[src/rtl/cic_comp_fir.sv]
// CIC compensation FIR: decimate-by-DECIM, one serial multiply-accumulate
// per tap, rounded and saturated output, runtime-loadable coefficients.
module cic_comp_fir #(
    parameter int IN_WIDTH   = 50,
    parameter int DATA_WIDTH = 24,
    parameter int COEF_WIDTH = 16,
    parameter int NTAPS      = 32,
    parameter int DECIM      = 2,
    parameter int OUT_WIDTH  = 24,
    parameter int OUT_SHIFT  = 15,
    parameter int ACC_WIDTH  = DATA_WIDTH + COEF_WIDTH + $clog2(NTAPS)
) (
    input  logic                         clk,
    input  logic                         rst,
    input  logic                         in_valid,
    input  logic signed [IN_WIDTH-1:0]   in_data,
    input  logic                         coef_we,
    input  logic [$clog2(NTAPS)-1:0]     coef_addr,
    input  logic signed [COEF_WIDTH-1:0] coef_data,
    output logic                         out_valid,
    output logic signed [OUT_WIDTH-1:0]  out_data,
    output logic                         busy,
    output logic                         overrun
);

    localparam int AW = $clog2(NTAPS);
    localparam int PW = (DECIM > 1) ? $clog2(DECIM) : 1;
    localparam int PD = DATA_WIDTH + COEF_WIDTH;
    localparam int AX = ACC_WIDTH + 1;

    localparam logic signed [AX-1:0] RND     = AX'(1) <<< (OUT_SHIFT - 1);
    localparam logic signed [AX-1:0] SAT_MAX = (AX'(1) <<< (OUT_WIDTH - 1)) - AX'(1);
    localparam logic signed [AX-1:0] SAT_MIN = -SAT_MAX - AX'(1);

    typedef enum logic [1:0] {
        IDLE,
        MAC,
        OUT
    } state_t;

    state_t state, state_nx;

    logic signed [DATA_WIDTH-1:0] x_mem [NTAPS];
    logic signed [COEF_WIDTH-1:0] c_mem [NTAPS];

    logic [AW-1:0]              wr_ptr;
    logic [AW-1:0]              base;
    logic [AW-1:0]              k;
    logic [AW-1:0]              rd_idx;
    logic [PW-1:0]              phase;
    logic signed [ACC_WIDTH-1:0] acc;
    logic signed [PD-1:0]       prod;
    logic signed [AX-1:0]       rnd;
    logic signed [AX-1:0]       shr;
    logic signed [OUT_WIDTH-1:0] sat;
    logic                       accept;
    logic                       trigger;
    logic                       unused_low;

    // Only the top DATA_WIDTH bits of the CIC word are kept.
    assign unused_low = ^in_data[IN_WIDTH-DATA_WIDTH-1:0];

    assign busy    = (state != IDLE);
    assign accept  = in_valid && (state == IDLE);
    assign trigger = accept && (phase == PW'(DECIM - 1));
    assign rd_idx  = base - k;
    assign prod    = c_mem[k] * x_mem[rd_idx];

    always_comb begin
        rnd = AX'(acc) + RND;
        shr = rnd >>> OUT_SHIFT;
        sat = shr[OUT_WIDTH-1:0];
        if (shr > SAT_MAX) begin
            sat = SAT_MAX[OUT_WIDTH-1:0];
        end else if (shr < SAT_MIN) begin
            sat = SAT_MIN[OUT_WIDTH-1:0];
        end
    end

    always_comb begin
        state_nx = state;
        unique case (state)
            IDLE: if (trigger) state_nx = MAC;
            MAC:  if (k == AW'(NTAPS - 1)) state_nx = OUT;
            OUT:  state_nx = IDLE;
            default: state_nx = IDLE;
        endcase
    end

    always_ff @(posedge clk or posedge rst) begin
        if (rst) begin
            state <= IDLE;
        end else begin
            state <= state_nx;
        end
    end

    always_ff @(posedge clk or posedge rst) begin
        if (rst) begin
            for (int i = 0; i < NTAPS; i++) begin
                x_mem[i] <= '0;
                c_mem[i] <= '0;
            end
            wr_ptr    <= '0;
            base      <= '0;
            k         <= '0;
            phase     <= '0;
            acc       <= '0;
            out_valid <= 1'b0;
            out_data  <= '0;
            overrun   <= 1'b0;
        end else begin
            out_valid <= 1'b0;
            if (in_valid && busy) begin
                overrun <= 1'b1;
            end
            if (coef_we && !busy) begin
                c_mem[coef_addr] <= coef_data;
            end
            if (accept) begin
                x_mem[wr_ptr] <= in_data[IN_WIDTH-1 -: DATA_WIDTH];
                wr_ptr        <= wr_ptr + AW'(1);
                phase         <= (phase == PW'(DECIM - 1)) ? '0 : phase + PW'(1);
            end
            if (trigger) begin
                base <= wr_ptr;
                acc  <= '0;
                k    <= '0;
            end
            if (state == MAC) begin
                acc <= acc + ACC_WIDTH'(prod);
                k   <= k + AW'(1);
            end
            if (state == OUT) begin
                out_data  <= sat;
                out_valid <= 1'b1;
            end
        end
    end

endmodule

[config.mk]
export PLATFORM = sky130hd
export DESIGN_NAME = cic_comp_fir
export DESIGN_NICKNAME = d
export VERILOG_FILES = /design/src/rtl/cic_comp_fir.sv
export SDC_FILE = /design/constraint.sdc
export NUM_CORES = 2
export LEC_CHECK = 0
export ABC_AREA = 0
export BUFFER_PORTS_ARGS = -buffer_cell sky130_fd_sc_hd__buf_2
export CAP_MARGIN = 25
export CORE_UTILIZATION = 35
export CTS_BUF_LIST = sky130_fd_sc_hd__clkbuf_16
export DETAILED_ROUTE_END_ITERATION = 7
export GPL_ROUTABILITY_DRIVEN = 1
export SYNTH_ARGS = -nofsm -noshare
export SYNTH_HDL_FRONTEND = slang
export SYNTH_SLANG_ARGS = --single-unit
[constraint.sdc]
create_clock -name clk -period 55.3 [get_ports clk]
set_input_delay 16.59 -clock clk [delete_from_list [all_inputs] [get_ports clk]]
set_output_delay 16.59 -clock clk [all_outputs]
set_load 0.02 [all_outputs]
# ---- Word-level counts from Yosys, hierarchy flattened
# Cells that the tools add are included.
dict set report op_classes {
  n_bitwise 4
  addsub 6
  muxes 23
  n_mul 1
  n_reduce_logical 11
  n_eq_ne 5
  n_lt_le_gt_ge 8
}
# operator count
set op_table {}
lappend op_table {{$bwmux W768} 1}
lappend op_table {{$bwmux W512} 1}
lappend op_table {{$bmux W24 S5} 1}
lappend op_table {{$demux W24 S5} 1}
lappend op_table {{$mux W24} 5}
lappend op_table {{$mux W45} 2}
lappend op_table {{$bmux W16 S5} 1}
lappend op_table {{$demux W16 S5} 1}
lappend op_table {{$mux W16} 3}
lappend op_table {{$add A45 B16 Y46 const B} 1}
lappend op_table {{$add A45 B40 Y45} 1}
lappend op_table {{$mul A16 B24 Y40} 1}
lappend op_table {{$gt A31 B24 Y1 const B} 1}
lappend op_table {{$lt A31 B24 Y1 const B} 1}
lappend op_table {{$ge A6 B6 Y1 const B} 4}
lappend op_table {{$not A5 Y6} 4}
lappend op_table {{$lt A6 B1 Y1 const B} 2}
lappend op_table {{$add A5 B1 Y5 const B} 2}
lappend op_table {{$mux W5} 2}
lappend op_table {{$logic_and A1 B1 Y1} 6}
lappend op_table {{$eq A5 B5 Y1 const B} 1}
lappend op_table {{$sub A5 B5 Y5} 1}
lappend op_table {{$mux W2} 2}
lappend op_table {{$ne A2 B2 Y1 const B} 2}
lappend op_table {{other kinds (9)} 11}
dict set report word_totals {
  output_inout_bits 27
  input_bits 75
  ff_bits 1369
  word_cells 131
}

# ---- Logic depth before layout (Yosys ltp)
dict set report depth {
  depth_word 8
  ltp_mapped 34
  depth_no_buf 31
}

# ---- Least setup slack after synthesis
# OpenSTA, ideal clock, no wires.
dict set report synth_path {
  kind {input-to-reg}
  start {input port coef_addr[3]}
  end {register c_mem[353] (netlist bit)}
  setup_slack_ns 36.822
  path_buffers 2
  setup_ns 0.125
  path_stages 5
  arrival_time_ns 18.353
  required_ns 55.175
  path_cell_list {clkbuf_1 -> or3b_2 -> nor2_1 -> clkbuf_1 -> mux2_2}
}
dict set report synth_via {
  elab_chain_cells 6
  elab_cells_between_ends 7
  classes_between {order compare: 2; mux: 3; bitwise: 1; reduce/logical: 1}
}
# item line
set synth_rtl {}
lappend synth_rtl {{start, declared} 18} ;# input logic [$clog2(NTAPS)-1:0] coef_addr,
lappend synth_rtl {{$not A5 Y6 (implied by the code) *} 118} ;# c_mem[coef_addr] <= coef_data;
lappend synth_rtl {{$ge A6 B6 Y1 (implied by the code) or $lt A6 B1 Y1 (tied branches)} 118}
lappend synth_rtl {{$logic_and A1 B1 Y1 (implied by the code)} 118}
lappend synth_rtl {{$mux W16 (implied by the code)} 118}
lappend synth_rtl {{$demux W16 S5 *} 118}
lappend synth_rtl {{$bwmux W512 *} 118}
lappend synth_rtl {{end signal, assigned by index} 118}
lappend synth_rtl {{end, declared} 44} ;# logic signed [COEF_WIDTH-1:0] c_mem [NTAPS];
# Mark *: on every way between the ends. The rest lies on a longest branch, timed or not.
# A chain may end at the register's enable or synchronous reset.

==> run summary <==
The flow ran to the end, and the final reports show no timing, DRC or antenna violations. Hold repair after CTS inserted 0 buffers. The launch point of the worst hold path is overrun.

Yosys printed 0 warnings. The library cell contributing the largest single delay on the critical path was sky130_fd_sc_hd__buf_4. Largest stage delay on the critical path: 0.82 ns.

The share of the synthesized area in the top cell type works out to 43.73%. The multi-input combinational cells in the finished layout cover a total of 0.04058 sq mm. For this run, design rule violations remaining after detail routing come to 0.

The critical-path maximum fanout is 160, and the total of flip-flops plus latches after synthesis is 1369. In this run the number of H-tree levels came out at 4. Clock tree synthesis inserted a total of 148 buffers.

The critical path capture point type was an async pin. After routing, the total negative slack on setup checks comes to 0 ns. For the worst flop-to-flop path, the logic depth is 26. The net count reported at finish was 6368; the number of detailed-route iterations in the first pass was 7. For this run, the share of the core covered by cells in the final layout is 39.19%. Based on the critical path, the design can be clocked at up to 51.07 MHz. sky130_fd_sc_hd__dfrtp_1 takes more of the synthesized area than any other cell. The signal on the critical path passes through buf_2 -> inv_8 -> buf_16 -> buf_12 -> buf_4 -> buf_4 -> buf_16 -> buf_4.

The detailed router finished its first iteration with 2949 violations. Post-CTS repair changed the size of 0 cells. The initial antenna violation count came out at 9.

Dividing the detail-routed wire length by the instance count gives 22.10 um. The clock slew seen by the registers of the worst setup and hold paths was 0.06 ns. Setup repair after global routing left no endpoint under its margin. For the buffer count from post-CTS setup fixing, the log shows 0. Number of buffers between clock root and the deepest sink: 3. Critical setup path kind: input pin to async pin. Vertical die dimension: 475.1 um. The tools report the worst slew margin relative to its limit as 26.70%. The clock period could shrink to 19.58 ns. Across the routed clock network, the largest skew measured is 0.04795 ns. The clock drives 1369 sinks. After synthesis, the cell types taking the most area are sky130_fd_sc_hd__dfrtp_1 44%, sky130_fd_sc_hd__mux2_2 18%, sky130_fd_sc_hd__fa_1 11%, sky130_fd_sc_hd__mux4_2 8.9%, sky130_fd_sc_hd__inv_1 2.4%. Number of distinct library cells after synthesis: 72. sky130_fd_sc_hd__dfrtp_1 is the most common cell in the netlist. For this run, the register share of the synthesized area comes to 43.73%. Across every metal layer, demand over resource in global routing totals 17.75%. Of all flip-flops after synthesis, the portion carrying an async set or reset was 100.0%. The mean instance size in the synthesized netlist was 13.55 sq um. Total global routing overflow: 0.

Once the floorplan was initialized, standard cells occupied 35.24% of the core. Counting flops with a built-in enable in the synthesized netlist gives 0. The cell row count was 173; the fraction of layout instances using a drive strength above 1 was 38.16%. Via count of the first global-routing pass: 49890.

TritonCTS built the clock tree. The post-synthesis cell area was 0.07834 sq mm. The run gives 0 as the number of setup violations in the final report. The final HPWL from detailed placement came out at 122800 um.

Type of origin of the critical path: an input pin. The region available for standard cell placement spans 0.2223 sq mm. The synthesis-to-finish area growth is 11.22%. For this run, the leading register cell type out of synthesis is sky130_fd_sc_hd__dfrtp_1.

Max-cap violations in this run came to 0. The max-slew violation total from the final report is 0. The tools report the launch point of the worst path as rst. Summing over every cut layer, the via total after detailed routing is 45950.

The number of fill cells in the layout is 20780. The number of vias per cell after detailed routing works out to 5.218. Final number of hold-violating endpoints: 0.

The commonest cells after synthesis are 1369 x sky130_fd_sc_hd__dfrtp_1, 1283 x sky130_fd_sc_hd__mux2_2, 498 x sky130_fd_sc_hd__inv_1. The worst-margin pin slew was 1.096 ns. The final estimated routing congestion in global placement came out at 0.7886.

The number of cells on the worst hold path came out at 1. After detailed routing, the total wire length is 194600 um. Synthesis produced a netlist with a net count of 6433. Root buffer selected by CTS: sky130_fd_sc_hd__clkbuf_16. The endpoint arrival time on the critical path came out at 20.39 ns. The run gives 43.87 ns as the register-to-register path setup slack. Critical register-to-register path endpoint: acc[41].

The x dimension of the die came out at 475.1 um. After technology mapping, the gate count stands at 5783. The number of input and output port buffers inserted was 75; the post-route fraction of the period consumed by the critical path was 35.41%. The tools report the global-route wire length before repair as 308800 um. The worst hold path terminates at overrun. The tools report the beginning of the worst register-to-register path as k[1].

Data required time at the worst endpoint: 56.11 ns. The type of the most critical hold path is flop to flop. The pin count of the biggest net entering global routing was 170. Counting stages on the worst path, the most repeated cell is sky130_fd_sc_hd__buf_4. The number of primary I/O pins was 102; the clock latency of the later-clocked register in the worst-skew pair was 0.80 ns. Registers take 0.03427 sq mm. In this run the remaining antenna-violating nets after routing total 0. The total die area was 0.2257 sq mm.
-- kinds of logic after synthesis --
kind of cell	after synthesis	share of synthesized area, %
adders and majority gates	575	13.40
AOI/OAI and AO/OA	350	3.062
buffers and inverters	925	4.860
DFF	1369	43.73
xor gates and xnor gates	72	0.8049
and+or+nand+nor	750	4.727
muxes	1742	29.42
-- state kept, by name, summed over array words and instances, names as in the netlist --
| name | count |
|---|---|
| x_mem | 768 |
| c_mem | 512 |
| acc | 45 |
| out_data | 24 |
| base | 5 |
| k | 5 |
| wr_ptr | 5 |
| state | 2 |
| out_valid | 1 |
| overrun | 1 |
| phase | 1 |
-- critical path, delay by kind of cell --
kind,cells,cell delay (ns)
buffers and inverters,8,3.47
-- layout make-up --
type	instances	share of cell area, %
well taps	2975	4.272
clock inverters	110	1.104
flip-flops and latches	1369	39.33
multi-input cells	3489	46.57
inverters	500	2.163
repair buffers	210	2.188
diodes	1	0.002872
clock buffers	152	4.365
-- routing by layer --
metal	GRT usage (%)	up-vias	routed length (um)
li1	-	19950	-
met4	4.366	12	4077
met3	2.701	253	8357
met1	24.61	24870	89260
met5	0	-	84
met2	29.04	870	92800
-- cells in the final DEF (no fill, tap or decap), types with 27 or more instances in the layout --
| master | Yosys | layout |
|---|---|---|
| sky130_fd_sc_hd__mux2i_1 | 127 | 126 |
| sky130_fd_sc_hd__fa_1 | 440 | 439 |
| sky130_fd_sc_hd__or2_1 | 62 | 62 |
| sky130_fd_sc_hd__clkbuf_16 | 0 | 152 |
| sky130_fd_sc_hd__dfrtp_1 | 1369 | 1365 |
| sky130_fd_sc_hd__nand3_1 | 60 | 60 |
| sky130_fd_sc_hd__a21o_1 | 27 | 27 |
| sky130_fd_sc_hd__a22oi_1 | 32 | 32 |
| sky130_fd_sc_hd__clkinv_1 | 2 | 32 |
| sky130_fd_sc_hd__nor2_1 | 238 | 206 |
| sky130_fd_sc_hd__ha_1 | 135 | 134 |
| sky130_fd_sc_hd__mux4_2 | 309 | 309 |
| sky130_fd_sc_hd__inv_1 | 498 | 532 |
| sky130_fd_sc_hd__nand2_1 | 134 | 121 |
| sky130_fd_sc_hd__buf_2 | 76 | 75 |
| sky130_fd_sc_hd__mux2_2 | 1283 | 1283 |
| sky130_fd_sc_hd__a221oi_1 | 58 | 58 |
| sky130_fd_sc_hd__a21oi_1 | 44 | 43 |
| sky130_fd_sc_hd__buf_4 | 39 | 100 |
| sky130_fd_sc_hd__xnor2_1 | 42 | 39 |
| sky130_fd_sc_hd__or2_2 | 127 | 127 |
| sky130_fd_sc_hd__o21ai_0 | 90 | 89 |
| sky130_fd_sc_hd__xor2_1 | 30 | 30 |
-- worst max-delay path by stage --
stage,end,cells past startpoint
final,x_mem[581],8
after global routing,x_mem[581],8
after CTS,k[1],6
after detailed placement,k[1],6
after global placement,k[1],6
after floorplan,acc[0],1
-- per-stage QoR --
stage	setup WS, ns	cell area (sq um)	hold WS (ns)	cells
3_5_place_dp	34.13	82030	0.4481	8529
5_1_grt	35.15	87130	0.4890	8806
3_3_place_gp	34.24	81660	0.4382	8512
4_1_cts	34.98	86790	0.4614	8791
2_1_floorplan	0.1118	78340	0.4498	5783
6_report	35.72	87130	0.4594	8806
Power is left out: the tool's default activity adds up to more than one toggle a clock period on the data nets, which glitch-free logic cannot reach.
